==> src/rtl/fpu_mul_pkg.sv <==
// -----------------------------------------------------------------------------
// fpu_mul_pkg
// Shared constants and types for the FPU mantissa multiplier back end.
//   MUL_PROD_W : product width (A/B vector width)
//   MUL_SEG_W  : low-segment width of the final carry-propagate adder
//   MUL_TAG_W  : default sideband tag width
//   mul_prod_t : one product vector
//   mul_s1_t   : stage-1 register layout of mul_final_cpa_pipe
// Optional feature macro: MUL_CPA_STICKY_EN adds guard/sticky candidates.
// -----------------------------------------------------------------------------
package fpu_mul_pkg;

   localparam int unsigned MUL_PROD_W = 48;
   localparam int unsigned MUL_SEG_W  = 24;
   localparam int unsigned MUL_TAG_W  = 4;

   typedef logic [MUL_PROD_W-1:0] mul_prod_t;

   typedef struct packed {
      logic [MUL_SEG_W-1:0]            lo;     // resolved low segment
      logic                            c_seg;  // carry into the high segment
      logic [MUL_PROD_W-MUL_SEG_W-1:0] a_hi;
      logic [MUL_PROD_W-MUL_SEG_W-1:0] b_hi;
      logic [MUL_TAG_W-1:0]            tag;
`ifdef MUL_CPA_STICKY_EN
      logic                            g_hi;   // guard if msb=1
      logic                            g_lo;   // guard if msb=0
      logic                            or_hi;  // sticky if msb=1
      logic                            or_lo;  // sticky if msb=0
`endif
   } mul_s1_t;

endpackage

==> src/rtl/mul_final_cpa_pipe_if.sv <==
// -----------------------------------------------------------------------------
// mul_final_cpa_pipe_if
// Valid/ready input and output channels of mul_final_cpa_pipe. Signal names are
// seen from the adder: i_* are driven by the environment, o_* by the adder.
//   slave  : adder side (inputs i_valid/i_prod_a/i_prod_b/i_tag/i_ready)
//   master : environment side (drives the i_* signals, observes the o_*)
// Optional feature macro: MUL_CPA_STICKY_EN adds o_guard and o_sticky.
// -----------------------------------------------------------------------------
interface mul_final_cpa_pipe_if
   import fpu_mul_pkg::*;
#(
   parameter int unsigned WIDTH = MUL_PROD_W,
   parameter int unsigned TAG_W = MUL_TAG_W
);

   logic             i_valid;
   logic             o_ready;
   logic [WIDTH-1:0] i_prod_a;
   logic [WIDTH-1:0] i_prod_b;
   logic [TAG_W-1:0] i_tag;
   logic             o_valid;
   logic             i_ready;
   logic [WIDTH-1:0] o_product;
   logic             o_msb;
   logic             o_carry_out;
   logic [TAG_W-1:0] o_tag;
`ifdef MUL_CPA_STICKY_EN
   logic             o_guard;
   logic             o_sticky;
`endif

   modport master (
      output i_valid, i_prod_a, i_prod_b, i_tag, i_ready,
      input  o_ready, o_valid, o_product, o_msb, o_carry_out, o_tag
`ifdef MUL_CPA_STICKY_EN
      , input o_guard, o_sticky
`endif
   );

   modport slave (
      input  i_valid, i_prod_a, i_prod_b, i_tag, i_ready,
      output o_ready, o_valid, o_product, o_msb, o_carry_out, o_tag
`ifdef MUL_CPA_STICKY_EN
      , output o_guard, o_sticky
`endif
   );

endinterface

==> src/rtl/mul_final_cpa_pipe_cpa_segment_add.sv <==
// -----------------------------------------------------------------------------
// cpa_segment_add
// Plain N-bit binary adder with carry-in and carry-out.
//   a_i, b_i : N-bit operands
//   c_i      : carry in
//   sum_o    : N-bit sum
//   c_o      : carry out of bit N-1
// -----------------------------------------------------------------------------
module cpa_segment_add #(
   parameter int unsigned N = 24
) (
   input  logic [N-1:0] a_i,
   input  logic [N-1:0] b_i,
   input  logic         c_i,
   output logic [N-1:0] sum_o,
   output logic         c_o
);

   assign {c_o, sum_o} = {1'b0, a_i} + {1'b0, b_i} + {{N{1'b0}}, c_i};

endmodule

==> src/rtl/mul_final_cpa_pipe.sv <==
// -----------------------------------------------------------------------------
// mul_final_cpa_pipe
// Two-stage carry-propagate adder resolving the Wallace tree's sum/carry pair.
// Stage 1 adds the low SEG bits; stage 2 adds the high bits plus the segment
// carry. One product per cycle; o_ready depends only on pipeline state and
// i_ready.
//   i_clk, i_rst_n : clock, asynchronous active-low reset
//   bus (slave)    : i_valid/o_ready/i_prod_a/i_prod_b/i_tag input channel,
//                    o_valid/i_ready/o_product/o_msb/o_carry_out/o_tag output
// Optional feature macro: MUL_CPA_STICKY_EN adds registered o_guard/o_sticky
// selected by the normalisation MSB.
// -----------------------------------------------------------------------------
module mul_final_cpa_pipe
   import fpu_mul_pkg::*;
#(
   parameter int unsigned WIDTH = MUL_PROD_W,
   parameter int unsigned SEG   = MUL_SEG_W,
   parameter int unsigned TAG_W = MUL_TAG_W
) (
   input logic                 i_clk,
   input logic                 i_rst_n,
   mul_final_cpa_pipe_if.slave bus
);

   localparam int unsigned HI_W = WIDTH - SEG;

   if (SEG == 0 || SEG >= WIDTH) begin : g_bad_seg
      $error("mul_final_cpa_pipe: SEG must satisfy 0 < SEG < WIDTH");
   end
`ifdef MUL_CPA_STICKY_EN
   if (SEG < 3) begin : g_bad_seg_sticky
      $error("mul_final_cpa_pipe: guard/sticky needs SEG >= 3");
   end
   if (WIDTH == MUL_PROD_W && SEG != MUL_SEG_W) begin : g_bad_split
      $error("mul_final_cpa_pipe: SEG must be the mantissa split point");
   end
`endif

   // Same layout as fpu_mul_pkg::mul_s1_t, sized by this instance's parameters.
   typedef struct packed {
      logic [SEG-1:0]   lo;
      logic             c_seg;
      logic [HI_W-1:0]  a_hi;
      logic [HI_W-1:0]  b_hi;
      logic [TAG_W-1:0] tag;
`ifdef MUL_CPA_STICKY_EN
      logic             g_hi;
      logic             g_lo;
      logic             or_hi;
      logic             or_lo;
`endif
   } s1_t;

   logic adv1, adv2, accept;

   s1_t  s1_d, s1_q;
   logic s1_valid_d, s1_valid_q;

   logic             s2_valid_d, s2_valid_q;
   logic [WIDTH-1:0] product_d, product_q;
   logic             carry_d, carry_q;
   logic [TAG_W-1:0] tag_d, tag_q;
`ifdef MUL_CPA_STICKY_EN
   logic             guard_d, guard_q;
   logic             sticky_d, sticky_q;
`endif

   logic [SEG-1:0]  lo_sum;
   logic            lo_carry;
   logic [HI_W-1:0] hi_sum;
   logic            hi_carry;

   // An empty stage always advances, so a stalled output never blocks a
   // bubble in stage 1 from being filled.
   assign adv2        = !s2_valid_q || bus.i_ready;
   assign adv1        = !s1_valid_q || adv2;
   assign accept      = bus.i_valid && adv1;
   assign bus.o_ready = adv1;

   cpa_segment_add #(
      .N (SEG)
   ) u_add_lo (
      .a_i   (bus.i_prod_a[SEG-1:0]),
      .b_i   (bus.i_prod_b[SEG-1:0]),
      .c_i   (1'b0),
      .sum_o (lo_sum),
      .c_o   (lo_carry)
   );

   cpa_segment_add #(
      .N (HI_W)
   ) u_add_hi (
      .a_i   (s1_q.a_hi),
      .b_i   (s1_q.b_hi),
      .c_i   (s1_q.c_seg),
      .sum_o (hi_sum),
      .c_o   (hi_carry)
   );

   always_comb begin
      s1_valid_d = s1_valid_q;
      s1_d       = s1_q;
      if (adv1) begin
         s1_valid_d = accept;
      end
      if (accept) begin
         s1_d.lo    = lo_sum;
         s1_d.c_seg = lo_carry;
         s1_d.a_hi  = bus.i_prod_a[WIDTH-1:SEG];
         s1_d.b_hi  = bus.i_prod_b[WIDTH-1:SEG];
         s1_d.tag   = bus.i_tag;
`ifdef MUL_CPA_STICKY_EN
         // Guard/sticky candidates for both possible normalisations.
         s1_d.g_hi  = lo_sum[SEG-1];
         s1_d.g_lo  = lo_sum[SEG-2];
         s1_d.or_hi = |lo_sum[SEG-2:0];
         s1_d.or_lo = |lo_sum[SEG-3:0];
`endif
      end
   end

   always_comb begin
      s2_valid_d = s2_valid_q;
      product_d  = product_q;
      carry_d    = carry_q;
      tag_d      = tag_q;
`ifdef MUL_CPA_STICKY_EN
      guard_d    = guard_q;
      sticky_d   = sticky_q;
`endif
      if (adv2) begin
         s2_valid_d = s1_valid_q;
      end
      if (adv2 && s1_valid_q) begin
         product_d = {hi_sum, s1_q.lo};
         carry_d   = hi_carry;
         tag_d     = s1_q.tag;
`ifdef MUL_CPA_STICKY_EN
         guard_d   = hi_sum[HI_W-1] ? s1_q.g_hi  : s1_q.g_lo;
         sticky_d  = hi_sum[HI_W-1] ? s1_q.or_hi : s1_q.or_lo;
`endif
      end
   end

   always_ff @(posedge i_clk or negedge i_rst_n) begin
      if (!i_rst_n) begin
         s1_valid_q <= 1'b0;
         s1_q       <= '0;
         s2_valid_q <= 1'b0;
         product_q  <= '0;
         carry_q    <= 1'b0;
         tag_q      <= '0;
`ifdef MUL_CPA_STICKY_EN
         guard_q    <= 1'b0;
         sticky_q   <= 1'b0;
`endif
      end else begin
         s1_valid_q <= s1_valid_d;
         s1_q       <= s1_d;
         s2_valid_q <= s2_valid_d;
         product_q  <= product_d;
         carry_q    <= carry_d;
         tag_q      <= tag_d;
`ifdef MUL_CPA_STICKY_EN
         guard_q    <= guard_d;
         sticky_q   <= sticky_d;
`endif
      end
   end

   assign bus.o_valid     = s2_valid_q;
   assign bus.o_product   = product_q;
   assign bus.o_msb       = product_q[WIDTH-1];
   assign bus.o_carry_out = carry_q;
   assign bus.o_tag       = tag_q;
`ifdef MUL_CPA_STICKY_EN
   assign bus.o_guard     = guard_q;
   assign bus.o_sticky    = sticky_q;
`endif

endmodule

==> src/flat_wrapper.sv <==
// flat-port wrapper written by rule: the top's interface ports become plain ports
module mul_final_cpa_pipe_flat import fpu_mul_pkg::*;
#(
   parameter int unsigned WIDTH = MUL_PROD_W,
   parameter int unsigned SEG   = MUL_SEG_W,
   parameter int unsigned TAG_W = MUL_TAG_W
)
  (i_clk, i_rst_n, bus_i_valid, bus_i_prod_a, bus_i_prod_b, bus_i_tag, bus_i_ready, bus_o_ready, bus_o_valid, bus_o_product, bus_o_msb, bus_o_carry_out, bus_o_tag);
  mul_final_cpa_pipe_if #(.WIDTH(WIDTH), .TAG_W(TAG_W)) bus_i ();
  input logic i_clk;
  input logic i_rst_n;
  input wire logic [$bits(bus_i.i_valid)-1:0] bus_i_valid;
  input wire logic [$bits(bus_i.i_prod_a)-1:0] bus_i_prod_a;
  input wire logic [$bits(bus_i.i_prod_b)-1:0] bus_i_prod_b;
  input wire logic [$bits(bus_i.i_tag)-1:0] bus_i_tag;
  input wire logic [$bits(bus_i.i_ready)-1:0] bus_i_ready;
  output wire logic [$bits(bus_i.o_ready)-1:0] bus_o_ready;
  output wire logic [$bits(bus_i.o_valid)-1:0] bus_o_valid;
  output wire logic [$bits(bus_i.o_product)-1:0] bus_o_product;
  output wire logic [$bits(bus_i.o_msb)-1:0] bus_o_msb;
  output wire logic [$bits(bus_i.o_carry_out)-1:0] bus_o_carry_out;
  output wire logic [$bits(bus_i.o_tag)-1:0] bus_o_tag;
  assign bus_i.i_valid = bus_i_valid;
  assign bus_i.i_prod_a = bus_i_prod_a;
  assign bus_i.i_prod_b = bus_i_prod_b;
  assign bus_i.i_tag = bus_i_tag;
  assign bus_i.i_ready = bus_i_ready;
  assign bus_o_ready = bus_i.o_ready;
  assign bus_o_valid = bus_i.o_valid;
  assign bus_o_product = bus_i.o_product;
  assign bus_o_msb = bus_i.o_msb;
  assign bus_o_carry_out = bus_i.o_carry_out;
  assign bus_o_tag = bus_i.o_tag;
  mul_final_cpa_pipe #(.WIDTH(WIDTH), .SEG(SEG), .TAG_W(TAG_W)) u_core (.i_clk(i_clk), .i_rst_n(i_rst_n), .bus(bus_i));
endmodule
==> config.mk <==
export PLATFORM = sky130hd
export DESIGN_NAME = mul_final_cpa_pipe_flat
export DESIGN_NICKNAME = d
export VERILOG_FILES = /design/src/rtl/fpu_mul_pkg.sv /design/src/rtl/mul_final_cpa_pipe_if.sv /design/src/rtl/mul_final_cpa_pipe_cpa_segment_add.sv /design/src/rtl/mul_final_cpa_pipe.sv /design/src/flat_wrapper.sv
export SDC_FILE = /design/constraint.sdc
export NUM_CORES = 1
export LEC_CHECK = 0
export ABC_CLOCK_PERIOD_IN_PS = 2300
export BUFFER_PORTS_ARGS = -buffer_cell sky130_fd_sc_hd__buf_4
export CORE_ASPECT_RATIO = 0.8
export CORE_MARGIN = 2
export CORE_UTILIZATION = 50
export DETAILED_ROUTE_END_ITERATION = 16
export GPL_ROUTABILITY_DRIVEN = 0
export PLACE_DENSITY_LB_ADDON = 0.1
export SLEW_MARGIN = 20
export SYNTH_ARGS = -nofsm -noshare
export SYNTH_HDL_FRONTEND = slang
export SYNTH_SLANG_ARGS = --single-unit
export TNS_END_PERCENT = 10
==> constraint.sdc <==
create_clock -name i_clk -period 2.3 [get_ports i_clk]
set_input_delay 0.115 -clock i_clk [delete_from_list [all_inputs] [get_ports i_clk]]
set_output_delay 0.115 -clock i_clk [all_outputs]
set_load 0.05 [all_outputs]
; Yosys cells after proc, flatten, opt, wreduce, memory -nomap -nowiden
; Index checks and enable logic that the tools add are counted.
[totals]
register_bits = 132
latchBits = 0
mem_bits_rw = 0
rom_bits = 0
memories = 0
[op_classes]
addsub = 3
multipliers = 0
div_mod_pow = 0
magnitude_cmp = 0
n_eq_ne = 0
shift = 0
n_mux = 0
bitwise = 0
n_reduce_logical = 6
[op_table]
columns = cell, n
row1 = $add 24x24->25, 2
row2 = $add 25x1->25, 1
row3 = $logic_and 1x1->1, 2
row4 = $logic_not 1->1, 2
row5 = $logic_or 1x1->1, 2

; Depth between registers and ports, before layout
[logic_depth]
word_depth = 4
mapped_depth = 9
ltp_nobuf = 9

; Modules after synthesis
; From an unflattened synthesis, not the netlist that was laid out.
[unflattened]
cells_unflattened = 643
area_unflattened_um2 = 7748.7
[modules_own_cells]
columns = mod, instances, cells_each, area_each_um2
row1 = mul_final_cpa_pipe, 1, 283, 5113.7
row2 = cpa_segment_add (u_core.u_add_hi), 1, 184, 1356.3
row3 = cpa_segment_add (u_core.u_add_lo), 1, 176, 1278.7

; Least setup slack after synthesis
; OpenSTA, ideal clock, no wires.
[synth_path]
path_type = reg-to-reg
from = register u_core.s1_q[52] in the netlist's numbering
to = register u_core.product_q[38], in the netlist u_core.bus.o_product[38]
setup_time_ns = 0.134
arrival_ns = 2.343
required_time_ns = 2.166
path_slack_ns = -0.176
stages_incl_launch_ff = 10
period_less_slack_ns = 2.476
path_cell_list = dfrtp_1 -> fa_1 -> fa_1 -> a21oi_1 -> o21a_1 -> nor3_1 -> or3_1 -> a21oi_1 -> xor2_1 -> o21ai_0
[synth_between]
elab_chain_cells = 1
[synth_rtl]
columns = item, line
row1 = from (decl), mul_final_cpa_pipe.sv:56  ; s1_t s1_d, s1_q;
row2 = from (signal assigned), mul_final_cpa_pipe.sv:148  ; s1_q <= '0;
row3 = from (signal assigned), mul_final_cpa_pipe.sv:159  ; s1_q <= s1_d;
row4 = $add 25x1->25, mul_final_cpa_pipe_cpa_segment_add.sv:19  ; assign {c_o, sum_o} = {1'b0, a_i} + {1'b0, b_i} + {{N{1'b0}}, c_i};
row5 = to (signal assigned), mul_final_cpa_pipe.sv:161  ; product_q <= product_d;
row6 = to (decl), mul_final_cpa_pipe.sv:60  ; logic [WIDTH-1:0] product_d, product_q;
; No other way between the ends.
; A chain may end at the register's enable or synchronous reset.

; Worst setup path after layout
; Ends and elaborated chain as after synthesis.

==> impl_metrics.env <==
export IMPL_yosys_most_used_dff="dfrtp_1"
export IMPL_worst_clock_skew_ps=10.9
export IMPL_crit_path_end_kind="flip-flop"
export IMPL_power_switching_w=0.00380
export IMPL_critPathKind="flip-flop to flip-flop"
export IMPL_placed_cell_area_sq_um=8920
export IMPL_cp_start_kind="flip-flop"
export IMPL_yosysWarnings=0
export IMPL_clkPwrFrac_pct=27.5
export IMPL_synth_simple_gate_area_share_pct=22.1
export IMPL_drc_errors=0
export IMPL_crit_path_top_delay_cell="fa_2"
export IMPL_ir_worst_vdd_uv=690
export IMPL_synth_edff_count=0
export IMPL_path_max_fanout=3
export IMPL_stdcell_area_sq_um=10100
export IMPL_clk_pin_slew_worst_paths_ps=50
export IMPL_grt_first_pass_wirelength_microns=31900
export IMPL_failed_checks="setup timing"
export IMPL_ys_ff_latch=132
export IMPL_r2r_start="u_core.s1_q[52]$_DFFE_PN0P_"
export IMPL_synth_compound_area_share_pct=16.4
export IMPL_drive_gt1_share_pct=23.6
export IMPL_antenna_found_initial=0
export IMPL_cts_tree="yes"
export IMPL_p_comb_share_pct=40.2
export IMPL_cts_buffer_depth=2
export IMPL_p_int_w=0.00604
export IMPL_swShare_pct=38.6
export IMPL_finalSetupViolCount=6
export IMPL_finalPower_w=0.00985
export IMPL_clock_sinks=132
export IMPL_drtIter0Drc=413
export IMPL_synth_cells=848
export IMPL_die_w_microns=138
export IMPL_cts_buffers=17
export IMPL_ant_nets=0
export IMPL_area_delta_synth_final_pct=40.0
export IMPL_clk_latency_ps=420
export IMPL_hold_path_class="input port to flip-flop"
export IMPL_syn_num_nets=1002
export IMPL_fin_crit_ps=2420
export IMPL_async_flop_share_pct=100
export IMPL_final_nets=1246
export IMPL_crit_cells=9
export IMPL_r2r_slack_ps=-120
export IMPL_synth_top_family_by_area="simple AND/OR/NAND/NOR gates"
export IMPL_critical_path_max_stage_delay_ps=420
export IMPL_max_cap_violations=0
export IMPL_post_dp_hpwl_microns=13100
export IMPL_fin_cells=1289
export IMPL_synth_mux_area_share_pct=0
export IMPL_place_inst=1200
export IMPL_hold_viol_final=0
export IMPL_diodes=0
export IMPL_slew_headroom_pct=61.9
export IMPL_period_share_pct=105
export IMPL_htreeDepth=4
export IMPL_rsz0062_at_grt="true"
export IMPL_fp_dieArea_sq_um=15400
export IMPL_grt_max_degree=60
export IMPL_startpoint="u_core.s1_q[52]$_DFFE_PN0P_"
export IMPL_pwr_share_seq_pct=32.3
export IMPL_cp_top_family="adder cells"
export IMPL_status="finished, violations left"
export IMPL_io_pins=160
export IMPL_fmax_mhz=413
export IMPL_wl_microns=18900
export IMPL_grtUsageTotal_pct=25.2
export IMPL_grt_pass1_vias=6581
export IMPL_rr_worst_depth=9
export IMPL_crit_chain="fa_2 > fa_2 > a21oi_2 > o21a_1 > nor3_2 > or3_1 > a21oi_2 > xor2_1 > o21ai_1"
export IMPL_synth_seq_area_share_pct=45.7
export IMPL_drtPass1Iterations=5
export IMPL_cp_endpoint="u_core.bus.o_product[38]$_DFFE_PN0P_"
export IMPL_fillCellCount=1095
export IMPL_syn_area_sq_um=7220
export IMPL_core_sq_um=14200
export IMPL_arrival_ps=2690
export IMPL_setup_ws_ps=-119
export IMPL_viasPerCell=5.18
export IMPL_p_leak_nw=5.16
export IMPL_row_count=39
export IMPL_worst_pin_slew_ps=571
export IMPL_start_util_pct=50.9
export IMPL_crit_required_ps=2570
export IMPL_ys_top_cells_by_area="dfrtp_1 (46%), nand2_1 (17%), ha_1 (8.1%)"
export IMPL_synth_fa_ha_area_share_pct=8.97
export IMPL_critPathBufInv=0
export IMPL_yosysTopAreaCell="dfrtp_1"
export IMPL_synth_xor_area_share_pct=4.12
export IMPL_overflow=0
export IMPL_synth_top_area_share_pct=45.7
export IMPL_worst_hold_slack_ps=6.23
export IMPL_die_h_microns=112
export IMPL_avgSynthCellArea_sq_um=8.52
export IMPL_num_vias=6672
export IMPL_powerDensity_nw_per_um2=973
export IMPL_cts_root_buf="clkbuf_16"
export IMPL_routedWlPerCell_microns=14.6
export IMPL_final_max_slew_viol_count=0
export IMPL_regToRegEndpoint="u_core.bus.o_product[38]$_DFFE_PN0P_"
export IMPL_io_buffer_count=159
export IMPL_synth_cell_types=55
final cells by class:
| type | count | area (sq um) | share of cell area (%) |
|---|---|---|---|
| multi-input combinational | 666 | 3790 | 37.5 |
| timing repair buffer | 261 | 2150 | 21.2 |
| clock inverter | 7 | 96.3 | 0.952 |
| clock buffer | 25 | 495 | 4.90 |
| tap | 184 | 230 | 2.28 |
| inverter | 14 | 52.6 | 0.519 |
| sequential | 132 | 3300 | 32.7 |
per-layer routing:
metal  part of all wire (%)  wire (microns)  track usage, %
met5                      0               0               0
met2                     45            8430            38.3
met3                    4.2             801            5.29
met4                    1.1             201            6.33
met1                     50            9440            37.2
timing repair:
item,4_1_cts,5_1_grt
endpoints found under the setup margin,10,17
buffers inserted,2,1
pin swaps,6,11
resized for setup,5,8
hold buffers,54,0
endpoints found under the hold margin,110,0
power by group through the flow:
stage	clock network, W	logic [W]	registers (W)
after floorplan	0	0.00146	0.00423
after global placement	0	0.00377	0.00321
after detailed placement	0	0.00380	0.00321
after CTS	0.00274	0.00393	0.00318
after global routing	0.00285	0.00428	0.00324
final	0.00271	0.00396	0.00318
cell usage in the layout (no fill, tap or decap), types with 7 or more instances in the layout:
| master | n |
|---|---|
| nand2_1 | 316 |
| buf_4 | 202 |
| dfrtp_1 | 131 |
| o21ai_0 | 59 |
| dlygate4sd3_1 | 54 |
| ha_1 | 46 |
| a21oi_1 | 42 |
| nor2_1 | 20 |
| xnor2_1 | 19 |
| clkbuf_16 | 17 |
| xor2_1 | 15 |
| a21o_1 | 14 |
| inv_1 | 14 |
| o21a_1 | 8 |
| o21bai_1 | 8 |
| nand3_1 | 8 |
| nor3_1 | 8 |
| a211oi_1 | 7 |
how the worst min path moves through the flow:
stage	startpoint	cells after the start	slack, ps	to
detailed placement	i_rst_n	1	130	u_core.s1_q[9]$_DFFE_PN0P_
finish	bus_i_prod_a[0]	4	6	u_core.s1_q[53]$_DFFE_PN0P_
CTS	bus_i_prod_a[0]	4	1	u_core.s1_q[53]$_DFFE_PN0P_
global route	bus_i_prod_a[0]	4	30	u_core.s1_q[53]$_DFFE_PN0P_
floorplan	i_rst_n	0	-180	u_core.bus.o_carry_out$_DFFE_PN0P_
global placement	i_rst_n	1	140	u_core.s1_q[9]$_DFFE_PN0P_
Yosys cell counts (6+ instances only):
library cell	number
o21bai_1	8
nor2_1	20
a21oi_1	45
a211oi_1	10
and2_1	6
buf_1	8
o21ai_0	62
nand3_1	8
a21o_1	14
xnor2_1	19
ha_1	47
o21a_1	8
dfrtp_1	132
inv_1	14
clkbuf_1	26
nand2_1	319
xor2_1	15
nor3_1	9
state kept, by name, summed over array words and instances, names as in the netlist:
name                    cells
u_core.s1_q                77
u_core.bus.o_product       48
u_core.bus.o_tag            4
u_core.bus.o_carry_out      1
u_core.bus.o_valid          1
u_core.s1_valid_q           1
cell families after synthesis:
family | after synthesis
simple gates | 393
xor+xnor | 34
buf+inv | 50
flops | 132
fa+ha+maj | 50
compound gates | 189
through the flow:
step	util (%)	TNS, ps	setup slack (ps)
after floorplan	-	-7.83	-7.83
after global placement	62.8	-349	-110
after detailed placement	62.8	-1020	-174
after CTS	71.0	-762	-165
after global routing	71.2	-1730	-211
final	71.2	-258	-119
tightest hold or removal path: cells and delay by family:
kind                       cells  cell delay [ps]
adders and majority gates      1              110
and+or+nand+nor                2               90
buffers and inverters          1               80
No activity file was read; power rests on OpenSTA's default activity.
